**src/rtl/noc_pkg.sv**
```systemverilog
// noc_pkg: shared packet field layout and network-interface transmit FSM states.
package noc_pkg;
    localparam int NOC_COL_W  = 4;
    localparam int NOC_ROW_W  = 4;
    localparam int NOC_DATA_W = 8;
    localparam int NOC_PCKT_W = NOC_COL_W + NOC_ROW_W + NOC_DATA_W;
    localparam int DATA_LSB   = 0;
    localparam int ROW_LSB    = NOC_DATA_W;
    localparam int COL_LSB    = NOC_DATA_W + NOC_ROW_W;
    typedef enum logic [1:0] {IDLE, SEND, STALL} ni_state_e;
endpackage

```
**src/rtl/fifo.sv**
```systemverilog
// fifo: synchronous FIFO of 2^DEPTH_W entries; a push is ignored when full, a pop when empty.
module fifo #(
    parameter int DEPTH_W = 3,
    parameter int W       = 16
) (
    input  logic         clk_i,
    input  logic         rst_i,
    input  logic         push_i,
    input  logic         pop_i,
    input  logic [W-1:0] data_i,
    output logic [W-1:0] data_o,
    output logic         full_o,
    output logic         empty_o
);
    localparam int DEPTH = 1 << DEPTH_W;
    logic [W-1:0]       mem_q [DEPTH];
    logic [DEPTH_W-1:0] wr_ptr_q, rd_ptr_q;
    logic [DEPTH_W:0]   cnt_q;
    logic               do_push, do_pop;
    assign full_o  = cnt_q[DEPTH_W];
    assign empty_o = cnt_q == '0;
    assign do_push = push_i && !full_o;
    assign do_pop  = pop_i && !empty_o;
    assign data_o  = mem_q[rd_ptr_q];
    always_ff @(posedge clk_i or posedge rst_i) begin
        if (rst_i) begin
            wr_ptr_q <= '0;
            rd_ptr_q <= '0;
            cnt_q    <= '0;
        end else begin
            wr_ptr_q <= wr_ptr_q + DEPTH_W'(do_push);
            rd_ptr_q <= rd_ptr_q + DEPTH_W'(do_pop);
            cnt_q    <= cnt_q + (DEPTH_W+1)'(do_push) - (DEPTH_W+1)'(do_pop);
        end
    end
    always_ff @(posedge clk_i) begin
        if (do_push) mem_q[wr_ptr_q] <= data_i;
    end
endmodule

```
**src/rtl/ni_tx.sv**
```systemverilog
// ni_tx: network-interface transmitter; queues core requests and streams packets into the switch resource port.
module ni_tx import noc_pkg::*; #(
    parameter int COL_CORD     = 0,
    parameter int ROW_CORD     = 0,
    parameter int FIFO_DEPTH_W = 3,
    parameter int COL_ADDR_W   = NOC_COL_W,
    parameter int ROW_ADDR_W   = NOC_ROW_W,
    parameter int PCKT_DATA_W  = NOC_DATA_W,
    parameter int PCKT_W       = COL_ADDR_W + ROW_ADDR_W + PCKT_DATA_W
) (
    input  logic                   clk_i,
    input  logic                   rst_i,
    input  logic                   req_valid_i,
    output logic                   req_ready_o,
    input  logic [COL_ADDR_W-1:0]  dst_col_i,
    input  logic [ROW_ADDR_W-1:0]  dst_row_i,
    input  logic [PCKT_DATA_W-1:0] data_i,
    output logic                   wr_en_o,
    output logic [PCKT_W-1:0]      pckt_o,
    input  logic                   nxt_fifo_full_i,
    input  logic                   nxt_fifo_overflow_i,
    output logic                   busy_o,
    output logic [15:0]            sent_cnt_o,
    output logic [7:0]             drop_cnt_o,
    output logic                   err_o
);
    ni_state_e         state_q;
    logic              wr_en_q, err_q;
    logic [PCKT_W-1:0] pckt_q, head;
    logic [15:0]       sent_q;
    logic [7:0]        drop_q;
    logic              full, empty, accept, is_self, push, pop;
    assign req_ready_o = !full;
    assign accept      = req_valid_i && !full;
    assign is_self     = dst_col_i == COL_ADDR_W'(COL_CORD) && dst_row_i == ROW_ADDR_W'(ROW_CORD);
    assign push        = accept && !is_self;
    assign pop         = !empty && !nxt_fifo_full_i;
    fifo #(.DEPTH_W(FIFO_DEPTH_W), .W(PCKT_W)) u_fifo (
        .clk_i   (clk_i),
        .rst_i   (rst_i),
        .push_i  (push),
        .pop_i   (pop),
        .data_i  ({dst_col_i, dst_row_i, data_i}),
        .data_o  (head),
        .full_o  (full),
        .empty_o (empty)
    );
    always_ff @(posedge clk_i or posedge rst_i) begin
        if (rst_i) begin
            state_q <= IDLE;
            wr_en_q <= 1'b0;
            pckt_q  <= '0;
            sent_q  <= '0;
            drop_q  <= '0;
            err_q   <= 1'b0;
        end else begin
            unique case (state_q)
                IDLE, SEND: state_q <= empty ? IDLE : (nxt_fifo_full_i ? STALL : SEND);
                STALL:      state_q <= nxt_fifo_full_i ? STALL : SEND;
                default:    state_q <= IDLE;
            endcase
            wr_en_q <= pop;
            if (pop) pckt_q <= head;
            sent_q  <= sent_q + 16'(pop);
            if (accept && is_self && drop_q != 8'hFF) drop_q <= drop_q + 8'd1;
            err_q   <= err_q || nxt_fifo_overflow_i;
        end
    end
    assign wr_en_o    = wr_en_q;
    assign pckt_o     = pckt_q;
    assign sent_cnt_o = sent_q;
    assign drop_cnt_o = drop_q;
    assign err_o      = err_q;
    assign busy_o     = !empty || wr_en_q;
endmodule

```
**config.mk**
```make
export PLATFORM = sky130hd
export DESIGN_NAME = ni_tx
export DESIGN_NICKNAME = d
export VERILOG_FILES = /design/src/rtl/noc_pkg.sv /design/src/rtl/fifo.sv /design/src/rtl/ni_tx.sv
export SDC_FILE = /design/constraint.sdc
export NUM_CORES = 1
export LEC_CHECK = 0
export CORE_MARGIN = 2
export CORE_UTILIZATION = 25
export DETAILED_ROUTE_END_ITERATION = 8
export DONT_BUFFER_PORTS = 1
export GPL_TIMING_DRIVEN = 0
export SYNTH_ARGS = -nofsm -noshare
export SYNTH_HDL_FRONTEND = slang
export SYNTH_SLANG_ARGS = --single-unit
```
**constraint.sdc**
```tcl
create_clock -name clk_i -period 7.61 [get_ports clk_i]
set_input_delay 1.522 -clock clk_i [delete_from_list [all_inputs] [get_ports clk_i]]
set_output_delay 1.522 -clock clk_i [all_outputs]
set_load 0.05 [all_outputs]
```
; ---- Yosys cells after proc, flatten, opt, wreduce, memory -nomap -nowiden
; Memories as Yosys holds them, arrays and structs flattened. A register that Yosys moved wholly into a read port is not among the register bits.
; Cells that the tools add are included.
[word_totals]
ff_bits = 36
input_bits = 21
elab_cells = 34
mem_count = 1
mem_bits_rw = 128
output_inout_bits = 44
[memory_table]
columns = memory, words, width, rd, rd_ports_with_merged_regs, wr, line
row1 = u_fifo.mem_q, 8, 16, 1, 1, 1, fifo.sv:16  ; logic [W-1:0] mem_q [DEPTH];
[op_classes]
addsub = 6
mux = 2
reduce_logical = 17
n_eq_ne = 1
[ops]
columns = operator, n
row1 = $add A16 B1 Y16, 1
row2 = $logic_not A4 Y1, 3
row3 = $add A8 B1 Y8 const B, 1
row4 = $logic_and A1 B1 Y1, 8
row5 = $ne A8 B8 Y1 const B, 1
row6 = $add A3 B1 Y3, 2
row7 = $add A4 B1 Y4, 1
row8 = $logic_not A1 Y1, 4
row9 = $sub A4 B1 Y4, 1
row10 = $logic_or A1 B1 Y1, 2
row11 = $mux W1, 2

; ---- Logic depth before layout (Yosys ltp)
; Gate-level depths: netlist of run 1.
[logic_depth]
depth_word = 7
mapped_depth = 10

; ---- By module
; From an unflattened synthesis of run 1, not the netlist that was laid out.
[hier_totals]
hier_cells = 376
area_unflattened_um2 = 7224.4
[by_module_without_submodules]
columns = mod, cells_per_inst, area_each_um2, instances
row1 = fifo, 236, 5457.7, 1
row2 = ni_tx, 140, 1766.7, 1

; ---- Worst setup path after synthesis of run 1
; No wires, ideal clock.
[synth_timing]
kind = input-to-reg
start = in dst_col_i[0]
end = mem u_fifo.mem_q[0][0] (enable)
stages = 4
setup_ns = 0.409
n_path_buf = 0
arrival_ns = 3.096
setup_slack_ns = 4.105
path_cell_list = nor4_4 a21oi_1 nand2b_1 nor3_1
[synth_between]
elab_chain_len = 7
[synth_lines]
columns = item, line
row1 = "start, declared", ni_tx.sv:15  ; input logic [COL_ADDR_W-1:0] dst_col_i,
row2 = $logic_not A4 Y1, ni_tx.sv:35  ; assign is_self = dst_col_i == COL_ADDR_W'(COL_CORD) && dst_row_i == ROW_ADDR_W'(ROW_CORD);
row3 = $logic_and A1 B1 Y1, ni_tx.sv:35
row4 = $logic_not A1 Y1, ni_tx.sv:36  ; assign push = accept && !is_self;
row5 = $logic_and A1 B1 Y1, ni_tx.sv:36
row6 = $logic_and A1 B1 Y1, fifo.sv:22  ; assign do_push = push_i && !full_o;
row7 = $mux W1, fifo.sv:37  ; if (do_push) mem_q[wr_ptr_q] <= data_i;
row8 = $mux W1 (implied by the code), fifo.sv:37
row9 = "end, declared", fifo.sv:16
; No other way between the ends.

; ---- Worst setup path after layout of run 1
[layout_timing]
start = in nxt_fifo_full_i
end = reg sent_q[14] (netlist: sent_cnt_o[14])
[layout_between]
elab_chain_len = 3
[layout_lines]
columns = item, line
row1 = "start, declared", ni_tx.sv:20  ; input logic nxt_fifo_full_i,
row2 = $logic_not A1 Y1, ni_tx.sv:37  ; assign pop = !empty && !nxt_fifo_full_i;
row3 = $logic_and A1 B1 Y1, ni_tx.sv:37
row4 = net pop, ni_tx.sv:32  ; logic full, empty, accept, is_self, push, pop;
row5 = $add A16 B1 Y16, ni_tx.sv:64  ; sent_q <= sent_q + 16'(pop);
row6 = "end signal, assigned", ni_tx.sv:64
row7 = "end, declared", ni_tx.sv:30  ; logic [15:0] sent_q;
; The timed path passes the listed nets, and every way through them passes these cells.
; A chain may end at the register's enable or synchronous reset.

==> flow_metrics.tcl, run 1 <==
set metrics [dict create \
    result_of_the_run "complete, no violations" \
    chipHeight_um 172 \
    worst_pin_slew_ns 0.925 \
    antenna_violating_nets_post_route 0 \
    synthesis.area_per_instance_um2 18.4 \
    fp-row-count 61 \
    netlist.top_cell.by_area "edfxtp_1" \
    initial_core_utilization_pct 25.3 \
    nets 445 \
    gr_ovfl_total 0 \
    finalWeightedCongestion 0.728 \
    max_cap_violations 0 \
    holdPathStages 1 \
    die_w_um 172 \
    rr_startpoint "u_fifo.cnt_q[3]$_DFF_PP0_" \
    critical_register_to_register_path_endpoint "sent_cnt_o[14]$_DFF_PP0_" \
    layout.cells.most_common_list "edfxtp_1, dfrtp_1, mux4_2" \
    fraction_of_layout_instances_using_a_drive_strength_above_1_pct 21.7 \
    setup.worst_path.start_class "primary input" \
    cts.reportedPaths.clkPinSlew_ns 0.06 \
    drt-vias-per-instance 4.32 \
    syn_nets 416 \
    cp.required_ns 7.88 \
    cts-buffers-inserted 17 \
    clock_tree.htree_level_count 4 \
    coreArea_um2 27800 \
    synthCells 382 \
    hpwlAfterDp_mm 10.2 \
    clock_tree.buffer_depth 2 \
    post_cts.repair.setup_buffers 0 \
    hold_start "u_fifo.rd_ptr_q[0]$_DFF_PP0_" \
    path_depth_of_the_worst_reg2reg_path 10 \
    synth.yosys.warnings 0 \
    cts_root_buffer "clkbuf_16" \
    worst-path-max-fanout 11 \
    drtPass1Iterations 4 \
    place_area_um2 7680 \
    num_clock_sinks 180 \
    flip_flop_and_latch_count_after_synthesis 180 \
    cts_hold_buffers 0 \
    min_period_over_period_pct 50.0 \
    clock_skew_ns 0.0122 \
    area_growth_syn_to_layout_pct 17.0 \
    cts_tree "built" \
    detail_route.wl_per_cell_um 18.7 \
    maxSlewHeadroom_pct 38.3 \
    grt_antenna_before_repair 0 \
    routed_wl_mm 15.0 \
    drcViolationCount 0 \
    yosysTopAreaCellShare_pct 54.6 \
    fmaxAchievable_ghz 0.263 \
    synth_seq_area_share_pct 73.1 \
    fp.dieArea_um2 29500 \
    hold_path_end "u_fifo.rd_ptr_q[0]$_DFF_PP0_" \
    first_pass_grt_wire_length_mm 22.7 \
    peakVddDrop_uv 193 \
    global_route.usage.total_pct 10.8 \
    filler_cell_count 2774 \
    place.port_buffers 0 \
    setup_tns_ns 0 \
    floorplan.io_pins 65 \
    crit_type "primary input to register" \
    postLayoutCoreUtil_pct 29.6 \
    vias_in_the_first_global_route 3677 \
    antenna_cells_inserted 0 \
    stdcell_area_um2 8240 \
    drtIter0Drc 267 \
    clk_latency_ns 0.43 \
    synthDistinctLibCells 33 \
    post_synth_main_area_contributors "edfxtp_1, dfrtp_1, mux4_2" \
    grt_setup_unrepaired "no" \
    timing_max_transition_violations_final 0 \
    worst_setup_path_end_kind "register" \
    reg2reg_slack_ns 3.91 \
    finalCriticalPeriod_ns 3.81 \
    p_leak_nw 2.88 \
    post_cts_resized 0 \
    final_hold_viol_count 0 \
    route.vias.total 3464 \
    setup_viol 0 \
    synth_area_um2 7040 \
    power.density_nw_per_um2 372 \
    crit_arrival_ns 4.08 \
    grt_start_max_net_pins 36 \
    final_common_cell "edfxtp_1" \
    hold_crit_path_type "register to register" \
]
==> state kept, by name, summed over array words and instances (netlist names) <==
| signal | cells |
|---|---|
| drop_cnt_o | 8 |
| err_o | 1 |
| pckt_o | 16 |
| sent_cnt_o | 16 |
| u_fifo.cnt_q | 4 |
| u_fifo.mem_q | 128 |
| u_fifo.rd_ptr_q | 3 |
| u_fifo.wr_ptr_q | 3 |
| wr_en_o | 1 |
==> where the power goes <==
part           internal (mW)  switching, mW  total, mW
Sequential              1.21          0.319       1.53
Clock                  0.458          0.372      0.830
Combinational          0.324          0.378      0.702
Total                   1.99           1.07       3.06
==> logic make-up after synthesis <==
kind of cell	after synthesis	synth area share (%)
flip-flops	180	73.1
AND/OR/NAND/NOR	72	5.74
multiplexers	50	12.8
XOR/XNOR	23	2.86
AO/OA/AOI/OAI	22	1.67
buffers and inverters	22	1.39
adder cells (fa/ha/maj)	13	2.42
==> synthesized netlist by cell type <==
cell,n
mux2i_1,16
nand2_1,10
nor4_4,2
ha_1,12
nand4_1,3
xor2_1,13
mux2_1,2
nor4_1,2
nand2b_1,5
dfrtp_1,52
o32a_1,1
a21o_1,1
inv_1,9
fa_1,1
nor3_1,4
nand3_1,9
buf_2,3
and4_1,1
clkbuf_1,6
nor2_1,28
nor4b_2,1
nand4_4,1
nand3b_1,1
mux4_2,32
and3_1,1
nor3b_1,1
buf_1,1
xnor2_1,10
or2_2,2
edfxtp_1,128
nor4_2,1
buf_4,3
a21oi_1,20
==> worst max-delay path, cell delays in order <==
cell and delay (ns):
a21oi_1 0.42, clkbuf_1 0.75, ha_1 0.34, ha_1 0.22, and4_1 0.29, nor3b_1 0.28
nand2_1 0.11, xnor2_1 0.15
==> layer usage <==
| metal | up-vias | share of wire (%) | GRT usage (%) |
|---|---|---|---|
| met5 | - | 0 | 0 |
| met4 | 0 | 0.98 | 3.11 |
| met1 | 1810 | 41 | 13.1 |
| met2 | 113 | 48 | 17.4 |
| li1 | 1528 | - | - |
| met3 | 13 | 9.6 | 4.53 |
==> metrics by stage <==
| step | hold WS [ns] | std cells | worst slack (ns) | total power [mW] |
|---|---|---|---|---|
| 2_1_floorplan | 0.473 | 382 | 4.11 | 2.03 |
| 3_3_place_gp | 0.485 | 760 | 2.71 | 2.22 |
| 3_5_place_dp | 0.495 | 770 | 3.37 | 2.27 |
| 4_1_cts | 0.509 | 801 | 3.82 | 3.11 |
| 5_1_grt | 0.528 | 801 | 3.54 | 3.22 |
| 6_report | 0.505 | 801 | 3.80 | 3.06 |
==> worst max-delay path by stage <==
stage                    start                            to  slack [ns]  cells past startpoint
6_report       nxt_fifo_full_i      sent_cnt_o[14]$_DFF_PP0_        3.80                      8
5_1_grt        nxt_fifo_full_i      sent_cnt_o[14]$_DFF_PP0_        3.54                      8
4_1_cts        nxt_fifo_full_i      sent_cnt_o[14]$_DFF_PP0_        3.82                      8
3_5_place_dp   nxt_fifo_full_i      sent_cnt_o[12]$_DFF_PP0_        3.37                      8
3_3_place_gp      dst_col_i[0]  u_fifo.mem_q[0][2]$_DFFE_PP_        2.71                      4
2_1_floorplan     dst_col_i[0]  u_fifo.mem_q[0][0]$_DFFE_PP_        4.11                      4
==> area by class of cell <==
cell class	instances	area [µm²]	share of cell area [%]
Buffer	13	63.8	0.775
Clock buffer	20	437	5.30
Clock inverter	11	115	1.40
Inverter	9	33.8	0.410
Multi-Input combinational cell	180	1820	22.1
Sequential cell	180	5140	62.5
Tap cell	378	473	5.74
Timing Repair Buffer	10	148	1.79
(Power assumes the default switching activity.)
==> inputs of run 2 (changes only) <==
==> constraint.sdc (replaced) <==
create_clock -name clk_i -period 3.5 [get_ports clk_i]
set_input_delay 0.7 -clock clk_i [delete_from_list [all_inputs] [get_ports clk_i]]
set_output_delay 0.7 -clock clk_i [all_outputs]
set_load 0.05 [all_outputs]
==> flow_metrics.tcl, run 2 (synthesis gave the netlist of run 1 again) <==
set metrics [dict create \
    reg2reg_slack_ns 0.34 \
    gr_ovfl_total 0 \
    timing.critical_path.slowest_stage_cell "buf_2" \
    die_w_um 172 \
    fp-row-count 61 \
    setup_tns_ns 0 \
    power.density_nw_per_um2 807 \
    timing_max_transition_violations_final 0 \
    drtPass1Iterations 4 \
    cp_cell_sequence "inv_1 -> ha_1 -> a21oi_2 -> buf_2 -> ha_1 -> ha_1 -> and4_1 -> nor3b_1 -> nand2_1 -> xnor2_1" \
    clock_tree.buffer_depth 2 \
    rr_startpoint "u_fifo.cnt_q[3]$_DFF_PP0_" \
    clock_tree.htree_level_count 4 \
    grt_start_max_net_pins 36 \
    chipHeight_um 172 \
    grt_setup_unrepaired "no" \
    fin_cells 801 \
    cts_tree "built" \
    slowest_delay_ns 0.42 \
    area_growth_syn_to_layout_pct 17.1 \
    crit_type "register to register" \
    place_inst 770 \
    route.vias.total 3446 \
    cts_root_buffer "clkbuf_16" \
    final_hold_viol_count 0 \
    p_leak_nw 2.89 \
    drt-vias-per-instance 4.30 \
    post_cts.repair.setup_buffers 0 \
    crit_arrival_ns 3.43 \
    cts.reportedPaths.clkPinSlew_ns 0.07 \
    registers.top_by_ff_count "u_fifo.mem_q" \
    global_route.usage.total_pct 10.8 \
    result_of_the_run "complete, no violations" \
    min_period_over_period_pct 90.4 \
    worst_pin_slew_ns 0.890 \
    clk_latency_ns 0.42 \
    path_depth_of_the_worst_reg2reg_path 10 \
    finalWeightedCongestion 0.728 \
    largest_register_ff_count 128 \
    drtIter0Drc 272 \
    fmaxAchievable_ghz 0.316 \
    cp_num_cells 10 \
    cpLargestDelayFamily "adder cells" \
    maxSlewHeadroom_pct 40.7 \
    worst_setup_path_startpoint "u_fifo.cnt_q[3]$_DFF_PP0_" \
    routed_wl_mm 15.0 \
    critical_register_to_register_path_endpoint "sent_cnt_o[14]$_DFF_PP0_" \
    cp.required_ns 3.77 \
    total_power_mw 6.65 \
    worst-path-max-fanout 11 \
    timing.critical_path.to "sent_cnt_o[14]$_DFF_PP0_" \
    floorplan.io_pins 65 \
    detail_route.wl_per_cell_um 18.7 \
    num_clock_sinks 180 \
    pre_cts_slack_ns -0.192 \
    drcViolationCount 0 \
    grt_antenna_before_repair 0 \
    fin_ws_ns 0.337 \
    coreArea_um2 27800 \
    peakVddDrop_uv 413 \
    antenna_cells_inserted 0 \
    place.port_buffers 0 \
    layout.cells.most_common_list "edfxtp_1, dfrtp_1, mux4_2" \
    hpwlAfterDp_mm 10.2 \
    initial_core_utilization_pct 25.3 \
    clock_skew_ns 0.0102 \
    final_common_cell "edfxtp_1" \
    cpMostUsedCell "ha_1" \
    worst_setup_path_end_kind "register" \
    max_cap_violations 0 \
    fraction_of_layout_instances_using_a_drive_strength_above_1_pct 22.2 \
    nets 445 \
    first_pass_grt_wire_length_mm 22.7 \
    hold_crit_path_type "primary input to async pin" \
    setup_viol 0 \
    finalCriticalPeriod_ns 3.16 \
    cts-buffers-inserted 17 \
    vias_in_the_first_global_route 3678 \
    antenna_violating_nets_post_route 0 \
    fp.dieArea_um2 29500 \
    setup.worst_path.start_class "register" \
    cp_num_buf_inv 2 \
]
## run 2: layout make-up
class                           instances  area (µm²)
Multi-Input combinational cell        180        1830
Clock inverter                         11         115
Inverter                                9        33.8
Fill cell                            2772       19500
Timing Repair Buffer                   10         148
Buffer                                 13        65.1
Tap cell                              378         473
Sequential cell                       180        5140
Clock buffer                           20         437
## run 2: worst min path at each step
stage / start / to / slack, ns
finish: rst_i / drop_cnt_o[5]$_DFFE_PP0P_ / 0.14
detailed placement: u_fifo.rd_ptr_q[0]$_DFF_PP0_ / u_fifo.rd_ptr_q[0]$_DFF_PP0_ / 0.49
floorplan: u_fifo.rd_ptr_q[1]$_DFF_PP0_ / u_fifo.rd_ptr_q[1]$_DFF_PP0_ / 0.47
CTS: rst_i / sent_cnt_o[10]$_DFF_PP0_ / 0.13
global route: rst_i / sent_cnt_o[6]$_DFF_PP0_ / 0.14
global placement: u_fifo.rd_ptr_q[0]$_DFF_PP0_ / u_fifo.rd_ptr_q[0]$_DFF_PP0_ / 0.48
## run 2: per-layer routing
layer	vias up	track usage (%)	wire length, µm	part of all wire (%)
li1	1526	-	-	-
met1	1808	13.1	6310	42
met2	104	17.4	7270	49
met3	8	4.53	1270	8.5
met4	0	3.11	121	0.81
met5	-	0	0	0
## run 2: power by group
group | total, mW | internal, mW | switching [mW]
Sequential | 3.32 | 2.63 | 0.694
Clock | 1.80 | 0.996 | 0.807
Combinational | 1.53 | 0.705 | 0.824
Total | 6.65 | 4.33 | 2.32
## run 2: worst register-to-register path, stage by stage, from the launching register on
cell and delay (ns):
dfrtp_1 0.34, inv_1 0.27, ha_1 0.36, a21oi_2 0.30
buf_2 0.42, ha_1 0.28, ha_1 0.21, and4_1 0.29
nor3b_1 0.28, nand2_1 0.11, xnor2_1 0.15
## run 2: metrics by stage
stage,area (µm²),util [%],hold slack (ns)
finish,8240,29.7,0.144
global route,8240,29.7,0.143
CTS,8240,29.7,0.127
detailed placement,7680,27.7,0.495
global placement,7510,27.0,0.485
floorplan,7040,-,0.473
## run 2: what timing repair did
action | in CTS | in global routing
hold buffers | 0 | 0
endpoints found under the setup margin | 2 | 2
gates resized for setup | 1 | 2
cloned | 0 | 0
